<file path="config.mk">
export PLATFORM = sky130hd
export DESIGN_NAME = ps2_kbd_rx_fifo
export DESIGN_NICKNAME = d
export VERILOG_FILES = /design/src/rtl/ps2_pkg.sv /design/src/rtl/ps2_evt_fifo.sv /design/src/rtl/ps2_kbd_rx_fifo.sv
export SDC_FILE = /design/constraint.sdc
export NUM_CORES = 1
export LEC_CHECK = 0
export BUFFER_PORTS_ARGS = -buffer_cell sky130_fd_sc_hd__buf_2
export CORE_MARGIN = 1.5
export CORE_UTILIZATION = 50
export DETAILED_ROUTE_END_ITERATION = 10
export MAX_ROUTING_LAYER = met4
export PLACE_DENSITY = 0.72
export SLEW_MARGIN = 5
export SYNTH_ARGS = -nofsm -noshare
export SYNTH_HDL_FRONTEND = slang
export SYNTH_SLANG_ARGS = --single-unit
</file>
<file path="constraint.sdc">
create_clock -name clk -period 3.32 [get_ports clk]
set_input_delay 0 -clock clk [delete_from_list [all_inputs] [get_ports clk]]
set_output_delay 0 -clock clk [all_outputs]
set_load 0.05 [all_outputs]
</file>
<file path="src/rtl/ps2_pkg.sv">
// Shared types and constants for the PS/2 keyboard receive path.
// Prefix bytes, frame bit positions and the buffered key event.
package ps2_pkg;

    localparam logic [7:0] PS2_EXT = 8'hE0;
    localparam logic [7:0] PS2_BRK = 8'hF0;

    localparam logic [3:0] BIT_START = 4'd0;
    localparam logic [3:0] BIT_D0    = 4'd1;
    localparam logic [3:0] BIT_D7    = 4'd8;
    localparam logic [3:0] BIT_PAR   = 4'd9;
    localparam logic [3:0] BIT_STOP  = 4'd10;

    typedef struct packed {
        logic       ext;
        logic       rel;
        logic [7:0] code;
    } ps2_evt_t;

    function automatic logic odd_par_ok(input logic [7:0] d,
                                        input logic       p);
        return ^{d, p};
    endfunction

endpackage

</file>
<file path="src/rtl/ps2_evt_fifo.sv">
// Show-ahead event FIFO for decoded key events.
// Level counts 0..DEPTH; a push into a full FIFO is dropped unless a pop frees a slot.
module ps2_evt_fifo
    import ps2_pkg::*;
#(
    parameter int DEPTH = 8
) (
    input  logic                   clk,
    input  logic                   rst_n,
    input  logic                   push,
    input  ps2_evt_t               din,
    input  logic                   pop,
    output ps2_evt_t               dout,
    output logic                   full,
    output logic                   empty,
    output logic                   drop,
    output logic [$clog2(DEPTH):0] level
);

    localparam int AW = $clog2(DEPTH);

    ps2_evt_t      mem [DEPTH];
    logic [AW-1:0] wptr;
    logic [AW-1:0] rptr;
    logic          do_push;
    logic          do_pop;

    assign empty   = (level == '0);
    assign full    = (level == (AW+1)'(DEPTH));
    assign do_pop  = pop & ~empty;
    assign do_push = push & (~full | do_pop);
    assign drop    = push & full & ~pop;
    // Stale storage is hidden while empty so the head reads as zero.
    assign dout    = empty ? '0 : mem[rptr];

    always_ff @(posedge clk) begin
        if (do_push) begin
            mem[wptr] <= din;
        end
    end

    always_ff @(posedge clk or negedge rst_n) begin
        if (!rst_n) begin
            wptr  <= '0;
            rptr  <= '0;
            level <= '0;
        end else begin
            if (do_push) begin
                wptr <= wptr + AW'(1);
            end
            if (do_pop) begin
                rptr <= rptr + AW'(1);
            end
            unique case ({do_push, do_pop})
                2'b10:   level <= level + (AW+1)'(1);
                2'b01:   level <= level - (AW+1)'(1);
                default: level <= level;
            endcase
        end
    end

endmodule

</file>
<file path="src/rtl/ps2_kbd_rx_fifo.sv">
// PS/2 keyboard receiver: pin sync, frame capture with timeout,
// E0/F0 prefix decode and a buffered make/break event stream.
module ps2_kbd_rx_fifo
    import ps2_pkg::*;
#(
    parameter int SYNC_STAGES = 3,
    parameter int FIFO_DEPTH  = 8,
    parameter int TIMEOUT_CYC = 50000,
    parameter int ERR_CNT_W   = 8
) (
    input  logic                          clk,
    input  logic                          rst_n,
    input  logic                          ps2_clk,
    input  logic                          ps2_data,
    output logic [7:0]                    raw_data,
    output logic                          raw_valid,
    output logic                          evt_valid,
    input  logic                          evt_ready,
    output logic [7:0]                    evt_code,
    output logic                          evt_ext,
    output logic                          evt_rel,
    output logic [$clog2(FIFO_DEPTH):0]   fifo_level,
    output logic                          overflow,
    input  logic                          clr_ovf,
    output logic                          err_parity,
    output logic                          err_frame,
    output logic [ERR_CNT_W-1:0]          err_cnt
);

    localparam int TW = $clog2(TIMEOUT_CYC + 1);

    logic [SYNC_STAGES-1:0] clk_sync;
    logic [SYNC_STAGES-1:0] dat_sync;
    logic                   s_pulse;
    logic                   s_bit;

    logic [3:0]             bit_cnt;
    logic [7:0]             shreg;
    logic                   par_bit;
    logic [TW-1:0]          tmo_cnt;

    logic                   ext_f;
    logic                   rel_f;
    logic                   is_ext;
    logic                   is_brk;
    logic                   err_any;

    logic                   push;
    ps2_evt_t               push_evt;
    ps2_evt_t               head;
    logic                   full;
    logic                   empty;
    logic                   drop;

    // Sync flops idle high so reset never fakes a falling edge.
    always_ff @(posedge clk or negedge rst_n) begin
        if (!rst_n) begin
            clk_sync <= '1;
            dat_sync <= '1;
        end else begin
            clk_sync <= {clk_sync[SYNC_STAGES-2:0], ps2_clk};
            dat_sync <= {dat_sync[SYNC_STAGES-2:0], ps2_data};
        end
    end

    assign s_pulse = clk_sync[SYNC_STAGES-1] & ~clk_sync[SYNC_STAGES-2];
    assign s_bit   = dat_sync[SYNC_STAGES-1];

    always_ff @(posedge clk or negedge rst_n) begin
        if (!rst_n) begin
            bit_cnt    <= BIT_START;
            shreg      <= '0;
            par_bit    <= 1'b0;
            tmo_cnt    <= '0;
            raw_data   <= '0;
            raw_valid  <= 1'b0;
            err_parity <= 1'b0;
            err_frame  <= 1'b0;
        end else begin
            raw_valid  <= 1'b0;
            err_parity <= 1'b0;
            err_frame  <= 1'b0;
            if (s_pulse) begin
                tmo_cnt <= '0;
                if (bit_cnt == BIT_START) begin
                    if (!s_bit) begin
                        bit_cnt <= BIT_D0;
                    end
                end else if (bit_cnt <= BIT_D7) begin
                    shreg   <= {s_bit, shreg[7:1]};
                    bit_cnt <= bit_cnt + 4'd1;
                end else if (bit_cnt == BIT_PAR) begin
                    par_bit <= s_bit;
                    bit_cnt <= BIT_STOP;
                end else begin
                    bit_cnt <= BIT_START;
                    if (!odd_par_ok(shreg, par_bit)) begin
                        err_parity <= 1'b1;
                    end else if (!s_bit) begin
                        err_frame <= 1'b1;
                    end else begin
                        raw_valid <= 1'b1;
                        raw_data  <= shreg;
                    end
                end
            end else if (bit_cnt != BIT_START) begin
                // A stalled partial frame is abandoned after the timeout.
                if (tmo_cnt == TW'(TIMEOUT_CYC - 1)) begin
                    tmo_cnt   <= '0;
                    bit_cnt   <= BIT_START;
                    err_frame <= 1'b1;
                end else begin
                    tmo_cnt <= tmo_cnt + TW'(1);
                end
            end else begin
                tmo_cnt <= '0;
            end
        end
    end

    assign err_any = err_parity | err_frame;
    assign is_ext  = (raw_data == PS2_EXT);
    assign is_brk  = (raw_data == PS2_BRK);
    assign push    = raw_valid & ~is_ext & ~is_brk;

    always_comb begin
        push_evt      = '0;
        push_evt.ext  = ext_f;
        push_evt.rel  = rel_f;
        push_evt.code = raw_data;
    end

    always_ff @(posedge clk or negedge rst_n) begin
        if (!rst_n) begin
            ext_f <= 1'b0;
            rel_f <= 1'b0;
        end else if (err_any) begin
            ext_f <= 1'b0;
            rel_f <= 1'b0;
        end else if (raw_valid) begin
            unique case (1'b1)
                is_ext: ext_f <= 1'b1;
                is_brk: rel_f <= 1'b1;
                default: begin
                    ext_f <= 1'b0;
                    rel_f <= 1'b0;
                end
            endcase
        end
    end

    always_ff @(posedge clk or negedge rst_n) begin
        if (!rst_n) begin
            err_cnt <= '0;
        end else if (err_any && (err_cnt != '1)) begin
            err_cnt <= err_cnt + ERR_CNT_W'(1);
        end
    end

    // A drop in the same cycle as clr_ovf keeps the flag set.
    always_ff @(posedge clk or negedge rst_n) begin
        if (!rst_n) begin
            overflow <= 1'b0;
        end else if (drop) begin
            overflow <= 1'b1;
        end else if (clr_ovf) begin
            overflow <= 1'b0;
        end
    end

    ps2_evt_fifo #(
        .DEPTH (FIFO_DEPTH)
    ) u_fifo (
        .clk   (clk),
        .rst_n (rst_n),
        .push  (push),
        .din   (push_evt),
        .pop   (evt_ready),
        .dout  (head),
        .full  (full),
        .empty (empty),
        .drop  (drop),
        .level (fifo_level)
    );

    assign evt_valid = ~empty;
    assign evt_code  = head.code;
    assign evt_ext   = head.ext;
    assign evt_rel   = head.rel;

endmodule

</file>
# Word-level counts from Yosys, hierarchy flattened
# Memory sizes are Yosys's and may differ from the RTL's.
# Cells that the tools add are included.
# word_totals
regBits	67
mem_bits_rw	80
input_bits	6
output_inout_bits	35
elab_cells	112
memories	1
# classes
n_addsub	7
magnitude_cmp	1
eq_ne	11
muxes	41
n_bitwise	18
reduce_logical	16
# mem_list
name	words	word_bits	rd	rd_ports_with_merged_regs	write_ports	line_no	rtl
u_fifo.mem	8	10	1	0	1	ps2_evt_fifo.sv:22	ps2_evt_t mem [DEPTH];
# op_table
op	count
$mux W16	3
$mux W4	7
$mux W1	27
$add A16 B1 Y16 const B	1
$eq A16 B16 Y1 const B	1
$eq A8 B8 Y1 const B	2
$mux W10	1
$reduce_bool A2 Y1	5
$not A1 Y1	9
$reduce_xor A9 Y1	1
$add A4 B1 Y4 const B	2
$add A8 B1 Y8 const B	1
$eq A4 B4 Y1 const B	2
$logic_not A4 Y1	2
$ne A8 B8 Y1 const B	1
$pmux W4 S2	1
$and A1 B1 Y1	7
$add A3 B1 Y3 const B	2
$reduce_and A3 Y1	2
$reduce_and A6 Y1	1
$le A4 B4 Y1 const B	1
$ne A2 B1 Y1 const B	2
$pmux W1 S2	2
$reduce_and A2 Y1	2
other kinds (8)	9

# Longest topological paths before layout
# Gate-level depths: netlist of the first run.
# depth
depth_word	7
ltp_mapped	12
ltp_nobuf	11

# Modules after synthesis
# Synthesis of the first run repeated with hierarchy kept, for this count alone.
# hier_totals
hier_cells	411
hier_area_um2	6195.9
# modules_own_cells
module	instances	cells_per_inst	area_each_um2	seq_area_each_um2
ps2_evt_fifo	1	194	3658.5	2652.5
ps2_kbd_rx_fifo	1	217	2537.4	1433.9

# Worst setup path before layout of the first run
# Ideal clock, no wire load.
# synth_path
kind	register to register
from	register u_fifo.level[1]
to	memory u_fifo.mem[1][0] (netlist name) (enable)
setup_time_ns	0.390
t_arrival_ns	2.309
t_required_ns	2.930
path_slack_ns	0.622
path_stages_with_launch	7
period_less_slack_ns	2.698
cell_sequence	dfrtp_1 -> clkbuf_1 -> nor3_1 -> nand3b_1 -> nor2b_1 -> nand2_1 -> nor3_1
# synth_between
elab_chain_cells	7
word_cells_on_any_way	9
cone_classes	1 x eq/ne; 2 x mux; 5 x bitwise; 1 x reduce/logical
# synth_lines
element	line_no	rtl
from (decl)	ps2_evt_fifo.sv:17	output logic [$clog2(DEPTH):0] level
from (signal assigned)	ps2_evt_fifo.sv:55	2'b10: level <= level + (AW+1)'(1);
from (signal assigned)	ps2_evt_fifo.sv:56	2'b01: level <= level - (AW+1)'(1);
from (signal assigned)	ps2_evt_fifo.sv:57	default: level <= level;
$logic_not A4 Y1	ps2_evt_fifo.sv:28	assign empty = (level == '0);
$not A1 Y1	ps2_evt_fifo.sv:30	assign do_pop = pop & ~empty;
$and A1 B1 Y1	ps2_evt_fifo.sv:30	
$or A1 B1 Y1 *	ps2_evt_fifo.sv:31	assign do_push = push & (~full | do_pop);
$and A1 B1 Y1 *	ps2_evt_fifo.sv:31	
$mux W1 *	ps2_evt_fifo.sv:37	if (do_push) begin
$mux W1 (not written as such) *	ps2_evt_fifo.sv:38	mem[wptr] <= din;
to (decl)	ps2_evt_fifo.sv:22	
# Every way passes the cells marked *; elsewhere a longest branch is shown, timed or not.

# Worst setup path in the final report of the first run
# layout_path
from	register raw_data[2]
to	register u_fifo.level[2]
# layout_between
elab_chain_cells	7
word_cells_on_any_way	11
cone_classes	4 x eq/ne; 1 x mux; 5 x bitwise; 1 x reduce/logical
# layout_lines
element	line_no	rtl
from (decl)	ps2_kbd_rx_fifo.sv:15	output logic [7:0] raw_data,
from (signal assigned)	ps2_kbd_rx_fifo.sv:103	raw_data <= shreg;
$eq A8 B8 Y1	ps2_kbd_rx_fifo.sv:122	assign is_ext = (raw_data == PS2_EXT);
$not A1 Y1	ps2_kbd_rx_fifo.sv:124	assign push = raw_valid & ~is_ext & ~is_brk;
$and A1 B1 Y1	ps2_kbd_rx_fifo.sv:124	
$and A1 B1 Y1 *	ps2_kbd_rx_fifo.sv:124	
$and A1 B1 Y1 *	ps2_evt_fifo.sv:31	
$eq A2 B1 Y1 / $eq A2 B2 Y1 (equally long branches)	ps2_evt_fifo.sv:54	unique case ({do_push, do_pop})
$pmux W4 S2 / $reduce_bool A2 Y1 (equally long branches)	n/a	
# Marked as above.
# A chain may end at the register's enable or synchronous reset.

==> flow_summary.json, run 1 <==
{
  "status": "completed",
  "cts_resized": 0,
  "rsz0062_at_grt": "no",
  "post-route-period-util_pct": 81.1,
  "syn_inst": 415,
  "ant_nets": 0,
  "drv_cap": 0,
  "clock_latency_ns": 0.41,
  "relSlewSlack_pct": 33.1,
  "synth-adder-area-share_pct": 2.03,
  "mostFrequentLayoutCells": "80 x edfxtp_1, 61 x dfrtp_1, 45 x nor2_1",
  "grt_use_total_pct": 19.2,
  "num_vias": 3481,
  "final_common_cell": "edfxtp_1",
  "grt_pass1_wl_um": 18100,
  "intPower_mw": 4.04,
  "clk_path_buf_depth": 2,
  "grt_pass1_vias": 3564,
  "numCtsBuffers": 17,
  "setup.worst_path.end_class": "flip-flop",
  "period_needed_ns": 2.69,
  "vias_per_cell": 5.43,
  "overflow": 0,
  "synth_top_cell_by_area": "edfxtp_1",
  "start_util_pct": 51.3,
  "required_ns": 3.60,
  "port-buffer-count": 40,
  "worstPathArrival_ns": 2.97,
  "cp-start-kind": "flip-flop",
  "synth.avg_cell_area_um2": 14.9,
  "seqPwrFrac_pct": 39.4,
  "final_max_slew_viol_count": 0,
  "final_nets": 497,
  "ys_seq_area_share_pct": 66.3,
  "die_w_um": 114,
  "swShare_pct": 36.7,
  "dp_cells": 604,
  "synth_edf_count": 80,
  "n_fill_cell": 907,
  "cts_tree": "done",
  "htreeDepth": 4,
  "synth_compound_area_share_pct": 2.58,
  "avgRoutedWirePerCell_um": 17.4,
  "ys_ff_latch": 147,
  "combinationalPowerShare_pct": 32.8,
  "io_pins": 41,
  "hpwl_um": 7220,
  "p_sw_mw": 2.34,
  "criticalPathCategory": "reg -> reg",
  "clock_skew_ns": 0.0105,
  "synthTopCellsByArea": "edfxtp_1 39%, dfrtp_1 25%, mux4_2 7.3%, xnor2_1 3.3%, mux2_2 3.1%",
  "p_leak_nw": 2.93,
  "die-height_um": 114,
  "hold_viol": 0,
  "drc_errors": 0,
  "setup_viol": 0,
  "tightest_slew_ns": 1.00,
  "place.gp.congestion": 0.810,
  "design.core.area_um2": 12000,
  "syn-num-nets": 431,
  "stdcell_count": 641,
  "synthArstFlopShare_pct": 45.6,
  "post_cts_buffers": 0,
  "grt_start_max_net_pins": 40,
  "clk_pin_slew_ns": 0.06,
  "synth_cell_types": 38,
  "dieArea_um2": 13000,
  "cts.sinks": 147,
  "synth.cell_area_um2": 6160,
  "clockRootBuffer": "clkbuf_16",
  "ir_drop_mv": 0.477,
  "clkPwrFrac_pct": 27.8,
  "cp_max_fo": 11,
  "muxShareOfSynthArea_pct": 12.0,
  "yosysWarnings": 0,
  "synth_top_family_by_area": "multiplexers",
  "n_antenna_cell": 0,
  "wirelength_um": 11200,
  "synthSimpleGateAreaFrac_pct": 9.89,
  "antenna_found_initial": 0,
  "hold_path.class": "in -> reg",
  "area.growth.synth_to_final_pct": 17.0,
  "synth_top_flop_cell": "edfxtp_1",
  "cts_hold_buf": 5,
  "cellPowerDensity_nw_per_um2": 884,
  "fin_tns_setup_ns": 0,
  "synth_xor_area_share_pct": 5.79,
  "yosys.area.top_type_share_pct": 39.0,
  "drtPass1Iterations": 4,
  "drt-initial-drc-count": 192,
  "fp-row-count": 40,
  "total_power_mw": 6.37,
  "drive_above_1_share_pct": 25.9,
  "max_freq_ghz": 0.371
}
==> flip-flops by register name, summed over array words and instances, names as in the netlist, 3 cells and up <==
register / cells
bit_cnt: 4
u_fifo.mem: 80
raw_data: 8
u_fifo.level: 4
u_fifo.wptr: 3
dat_sync: 3
u_fifo.rptr: 3
err_cnt: 8
tmo_cnt: 16
clk_sync: 3
shreg: 8
==> Yosys cell counts (all sizes together), types with 2 or more instances <==
library cell / n
nor2b: 4
nand2: 22
and3: 5
o32ai: 2
nand3b: 2
dfrtp: 61
nor3: 7
dfstp: 6
nand2b: 7
mux2: 17
edfxtp: 80
a21oi: 6
mux4: 20
mux2i: 10
xnor2: 23
nor4bb: 2
a31oi: 5
and2: 2
ha: 10
nor4: 4
o21ai: 10
inv: 12
nand4: 4
nand3: 14
buf: 2
xor2: 15
nand4b: 2
nor2: 46
clkbuf: 8
==> stage by stage <==
| stage | area, µm² | hold WS [ns] | util (%) | worst slack (ns) |
|---|---|---|---|---|
| 3_5_place_dp | 6600 | 0.106 | 55.0 | 0.652 |
| 6_report | 7210 | 0.0652 | 60.0 | 0.627 |
| 3_3_place_gp | 6600 | 0.106 | 55.0 | 0.771 |
| 2_1_floorplan | 6160 | -0.296 | - | 0.622 |
| 4_1_cts | 7210 | 0.0480 | 60.0 | 0.621 |
| 5_1_grt | 7210 | 0.0805 | 60.0 | 0.405 |
==> layer usage <==
metal  part of all wire [%]  GRT usage (%)
met2                     51           31.2
met3                    4.4           5.90
met1                     45           23.5
met5                      0              -
met4                   0.47           5.75
==> cell type report <==
class,count,area (µm²),area share [%]
inverters,12,45.0,0.625
well taps,147,184,2.55
multi-input cells,246,2000,27.7
flip-flops and latches,147,4090,56.7
clock inverters,11,105,1.46
clock buffers,21,450,6.25
repair buffers,57,340,4.72
==> worst max-delay path: stages, from the launching register on <==
cell	delay, ns
dfrtp_1	0.50
nand4b_1	0.17
o41ai_1	0.09
buf_4	0.16
nor2b_1	0.36
inv_1	0.13
ha_1	0.28
xor2_1	0.18
ha_1	0.19
a21oi_1	0.14
xor2_1	0.16
nor2_1	0.07
xor2_1	0.14
==> cells by family after synthesis <==
logic type / count (synthesis)
buffers and inverters: 22
multiplexers: 47
flip-flops: 147
AO/OA/AOI/OAI: 27
XOR/XNOR: 39
AND/OR/NAND/NOR: 123
adder cells (fa/ha/maj): 10
==> power groups by stage <==
| stage | clock (mW) | sequential (mW) | combinational, mW |
|---|---|---|---|
| final | 1.77 | 2.51 | 2.09 |
| after global routing | 1.89 | 2.55 | 2.26 |
| after CTS | 1.82 | 2.51 | 2.12 |
| after detailed placement | 0 | 2.54 | 2.11 |
| after global placement | 0 | 2.52 | 2.06 |
| after floorplan | 0 | 2.56 | 1.62 |
==> final timing paths <==
path | start | end | slack, ns | cells past startpoint
setup / recovery | raw_data[2] | u_fifo.level[2] | 0.63 | 12
hold reg to reg | dat_sync[1] | dat_sync[2] | 0.35 | 0
setup reg to reg | raw_data[2] | u_fifo.level[2] | 0.63 | 12
max in group asynchronous | rst_n | raw_data[1] | 2.20 | 3
hold / removal | evt_ready | u_fifo.rptr[0] | 0.07 | 3
min in group asynchronous | rst_n | err_cnt[1] | 0.23 | 2
Power figures use the tool's default switching activity.
==> run 2: changes to the inputs <==
Settings changed: PLACE_DENSITY 0.72 to 0.74.
Clock period 3.32 ns to 2.4 ns, I/O delays scaled along.
==> run 2 against run 1 <==
Compared with the run above: final area up 0.71%; first-iteration DRC count increased by 13%; power increased by 39%; highest routed layer unchanged; largest power group unchanged.
==> flow_summary.json, run 2 (synthesized netlist as in run 1, its figures left out) <==
{
  "area.growth.synth_to_final_pct": 17.8,
  "reg2reg_depth": 5,
  "die_w_um": 114,
  "setup.worst_path.end_class": "flip-flop",
  "grt_use_total_pct": 19.6,
  "cellPowerDensity_nw_per_um2": 1220,
  "n_antenna_cell": 0,
  "final_max_slew_viol_count": 0,
  "fp-row-count": 40,
  "top_register": "u_fifo.mem",
  "met1_usage_pct": 23.6,
  "clock_latency_ns": 0.42,
  "busiest_layer": "met2",
  "worstPathArrival_ns": 2.29,
  "status": "completed",
  "wirelength_um": 11200,
  "drc_errors": 0,
  "drtPass1Iterations": 4,
  "place.gp.congestion": 0.830,
  "largest_reg_flops": 80,
  "drt-initial-drc-count": 216,
  "hold_viol": 0,
  "post-route-util_pct": 60.4,
  "required_ns": 2.44,
  "hold_depth": 3,
  "overflow": 0,
  "io_pins": 41,
  "design.core.area_um2": 12000,
  "cts_tree": "done",
  "antenna_found_initial": 0,
  "hold_path.class": "in -> reg",
  "total_power_mw": 8.83,
  "criticalPathCategory": "reg -> reg",
  "mostFrequentLayoutCells": "80 x edfxtp_1, 52 x dfrtp_1, 45 x nor2_1",
  "top_regs": "u_fifo.mem x80, tmo_cnt x16",
  "post-route-period-util_pct": 93.6,
  "numCtsBuffers": 17,
  "grt.met3_usage_pct": 5.63,
  "grt_pass1_vias": 3594,
  "relSlewSlack_pct": 25.6,
  "clock_skew_ns": 0.00510,
  "tightest_slew_ns": 1.11,
  "ant_nets": 0,
  "post_cts_buffers": 0,
  "max_freq_ghz": 0.445,
  "final_common_cell": "edfxtp_1",
  "clk_pin_slew_ns": 0.06,
  "p_leak_nw": 2.92,
  "dieArea_um2": 13000,
  "cp_max_fo": 10,
  "grt_pass1_wl_um": 18300,
  "period_needed_ns": 2.25,
  "grt_use_met2_pct": 31.8,
  "ir_drop_mv": 0.676,
  "start_util_pct": 51.3,
  "clockRootBuffer": "clkbuf_16",
  "num_vias": 3491,
  "die-height_um": 114,
  "setup_viol": 0,
  "drv_cap": 0,
  "drive_above_1_share_pct": 29.3,
  "grt_start_max_net_pins": 68,
  "avgRoutedWirePerCell_um": 17.3,
  "vias_per_cell": 5.41,
  "final_nets": 501,
  "clk_path_buf_depth": 2,
  "cts.sinks": 147,
  "htreeDepth": 4,
  "hpwl_um": 7400,
  "cp-start-kind": "flip-flop",
  "port-buffer-count": 40
}
[run 2: cell types whose count changed in the layout (fill, tap and decap cells not counted), sizes merged]
cell,previous run,this run
clkinv,7,3
buf,52,56
bufinv,1,0
inv,14,18
clkinvlp,1,4
clkbuf,21,19
[run 2: layer usage]
layer,wire (µm),up-vias
met1,4810,1740
met5,0,-
li1,-,1663
met3,475,17
met4,160,0
met2,5710,71
[run 2: path summary, 6_finish.rpt]
kind / startpoint / endpoint / slack, ns
max in group asynchronous: rst_n / raw_data[5] / 1.50
worst min register to register: dat_sync[1] / dat_sync[2] / 0.36
worst min-delay path: evt_ready / u_fifo.rptr[0] / 0.08
min in group asynchronous: rst_n / tmo_cnt[13] / 0.30
worst max register to register: u_fifo.level[1] / u_fifo.mem[6][7] / 0.15
worst max-delay path: u_fifo.level[1] / u_fifo.mem[6][7] / 0.15
[run 2: timing repair]
item / CTS / global route
endpoints found under the setup margin: 0 / 1
endpoints found under the hold margin: 64 / 0
resized for setup: 0 / 1
hold buffers: 5 / 0
[run 2: power breakdown]
part	switching (mW)	internal, mW
sequential	0.371	3.00
combinational	1.89	1.20
clock	1.05	1.33
[run 2: critical path, cell delays in order (launching register included)]
cell	delay (ns)
dfrtp_2	0.44
nor3_1	0.08
nand3b_1	0.12
nor2b_2	0.22
nand2b_1	0.15
nor2_1	0.85
[run 2: area by class of cell]
class	count	area, µm²
Sequential cell	147	4100
Fill cell	942	4750
Clock buffer	19	433
Tap cell	147	184
Timing Repair Buffer	61	370
Inverter	12	45.0
Clock inverter	13	101
Multi-Input combinational cell	246	2030
[run 2: per-stage QoR]
| step | cell area [µm²] | hold WS (ns) | TNS [ns] | cells | setup WS, ns |
|---|---|---|---|---|---|
| floorplan | 6200 | -0.296 | 0 | 415 | 0.00177 |
| global route | 7260 | 0.0801 | -0.00682 | 645 | -0.00682 |
| CTS | 7250 | 0.0563 | 0 | 645 | 0.0932 |
| detailed placement | 6670 | 0.107 | 0 | 608 | 0.129 |
| finish | 7260 | 0.0771 | 0 | 645 | 0.154 |
| global placement | 6670 | 0.105 | 0 | 608 | 0.177 |
==> run 3: changes to the inputs <==
Settings changed: PLACE_DENSITY 0.74 to 0.72.
Clock period 2.4 ns to 2.2 ns, I/O delays scaled along.
==> run 3 against run 2 <==
Compared with the run above: sequential power up 7.7%; fmax is 4.8% higher; final area increased by 2.9%; power increased by 16%; largest cell class unchanged; highest routed layer unchanged.
==> flow_summary.json, run 3 (synthesized netlist as in run 1, its figures left out) <==
{
  "top_register": "u_fifo.mem",
  "total_power_mw": 10.2,
  "ant_nets": 0,
  "cellPowerDensity_nw_per_um2": 1370,
  "crit_chain": "nand4b_1 > o41ai_4 > nor2b_4 > inv_2 > ha_4 > xor2_1 > ha_1 > a21oi_2 > xor2_1 > nor2_1 > xor2_1",
  "ir_drop_mv": 0.922,
  "die_w_um": 114,
  "hold_depth": 3,
  "setup.worst_path.end_class": "flip-flop",
  "post-route-period-util_pct": 97.4,
  "clk_path_buf_depth": 2,
  "mostFrequentLayoutCells": "80 x edfxtp_1, 51 x dfrtp_1, 40 x buf_2",
  "worst_slack_ns": 0.0563,
  "cp_max_fo": 5,
  "antenna_found_initial": 0,
  "seq_area_um2": 4100,
  "grt_use_total_pct": 19.6,
  "max_stage_delay_ns": 0.39,
  "hpwl_um": 7450,
  "grt_pass1_vias": 3620,
  "criticalPathCategory": "reg -> reg",
  "wirelength_um": 11400,
  "drt-initial-drc-count": 188,
  "hold_path.class": "in -> reg",
  "drive_above_1_share_pct": 31.5,
  "largest_reg_flops": 80,
  "dieArea_um2": 13000,
  "critPathSlowestCell": "dfrtp_2",
  "multi_input_area_um2": 2100,
  "io_pins": 41,
  "numCtsBuffers": 17,
  "rsz0062_at_grt": "yes",
  "grt_use_met2_pct": 32.7,
  "clock_skew_ns": 0.00660,
  "cp_common_cell": "xor2_1",
  "final_nets": 505,
  "area.growth.synth_to_final_pct": 21.2,
  "clk_pin_slew_ns": 0.06,
  "num_vias": 3540,
  "grt_pass1_wl_um": 18200,
  "htreeDepth": 4,
  "reg2reg_depth": 11,
  "period_needed_ns": 2.14,
  "cts_tree": "done",
  "drc_errors": 0,
  "relSlewSlack_pct": 43.6,
  "die-height_um": 114,
  "vias_per_cell": 5.46,
  "busiest_layer": "met2",
  "drtPass1Iterations": 4,
  "drv_cap": 0,
  "cp_num_buf_inv": 1,
  "design.core.area_um2": 12000,
  "n_fill_cell": 895,
  "p_leak_nw": 2.99,
  "final_max_slew_viol_count": 0,
  "overflow": 0,
  "hold_viol": 0,
  "grt_start_max_net_pins": 38,
  "top_regs": "u_fifo.mem x80, tmo_cnt x16",
  "cp-start-kind": "flip-flop",
  "worstPathArrival_ns": 2.48,
  "clockRootBuffer": "clkbuf_16",
  "start_util_pct": 51.3,
  "avgRoutedWirePerCell_um": 17.5,
  "tightest_slew_ns": 0.846,
  "required_ns": 2.53,
  "port-buffer-count": 40,
  "n_antenna_cell": 0,
  "dp_slack_ns": -0.0353,
  "worst-path-stages": 11,
  "setup_viol": 0,
  "grt.met3_usage_pct": 5.58,
  "max_freq_ghz": 0.466,
  "place.gp.congestion": 0.807,
  "status": "completed",
  "post_cts_buffers": 0,
  "fp-row-count": 40,
  "cts.sinks": 147,
  "clock_latency_ns": 0.41,
  "final_common_cell": "edfxtp_1",
  "path_delay_family": "XOR/XNOR gates",
  "met1_usage_pct": 22.7
}
run 3: cell types whose count changed in the layout (fill, tap and decap cells not counted), moves of 3 or more:
cell       previous run  this run
inv_6                 6         0
clkinv_1              0         3
nor2_1               45        39
nor2_2                0         6
bufinv_16             0         5
run 3: worst paths after layout:
kind,start,to,slack (ns)
min in group asynchronous,rst_n,err_cnt[0],0.24
max reg2reg,raw_data[2],u_fifo.level[2],0.06
min reg2reg,dat_sync[1],dat_sync[2],0.36
min,evt_ready,u_fifo.rptr[0],0.08
max in group asynchronous,rst_n,raw_data[6],1.28
max,raw_data[2],u_fifo.level[2],0.06
run 3: through the flow:
stage                     cells  instance area, µm²  util [%]  setup TNS, ns  hold slack (ns)
after floorplan             415                6240         -         -0.278           -0.296
after global placement      612                6760      56.3              0            0.106
after detailed placement    612                6760      56.3         -0.274            0.109
after CTS                   648                7430      61.9              0           0.0605
after global routing        648                7470      62.2         -0.135           0.0696
final                       648                7470      62.2              0           0.0796
run 3: worst min-delay path, cell delays in order:
cell and delay (ns):
buf_2 0.10, nor2b_2 0.20, xor2_1 0.14
run 3: report_power, final:
part | switching, mW | total (mW) | internal, mW | leakage, nW
sequential | 0.357 | 3.63 | 3.27 | 1.61
combinational | 2.21 | 3.59 | 1.38 | 1.09
clock | 1.03 | 3.03 | 1.99 | 0.293
run 3: repair_timing:
item                       in CTS  in global routing
setup endpoints to repair      22                 68
hold buffers                    5                  0
gates resized for setup         2                  9
hold endpoints to repair       38                  0
pin swaps                       1                  0
run 3: area by class of cell:
cell class	instances	area share [%]
clock buffers	20	5.84
clock inverters	11	2.48
inverters	12	0.603
well taps	147	2.46
flip-flops and latches	147	54.9
repair buffers	65	5.69
multi-input cells	246	28.1
run 3: per-layer routing:
| layer | wire (µm) | part of all wire, % |
|---|---|---|
| met2 | 6060 | 53 |
| met5 | 0 | 0 |
| met3 | 447 | 3.9 |
| met4 | 171 | 1.5 |
| met1 | 4680 | 41 |
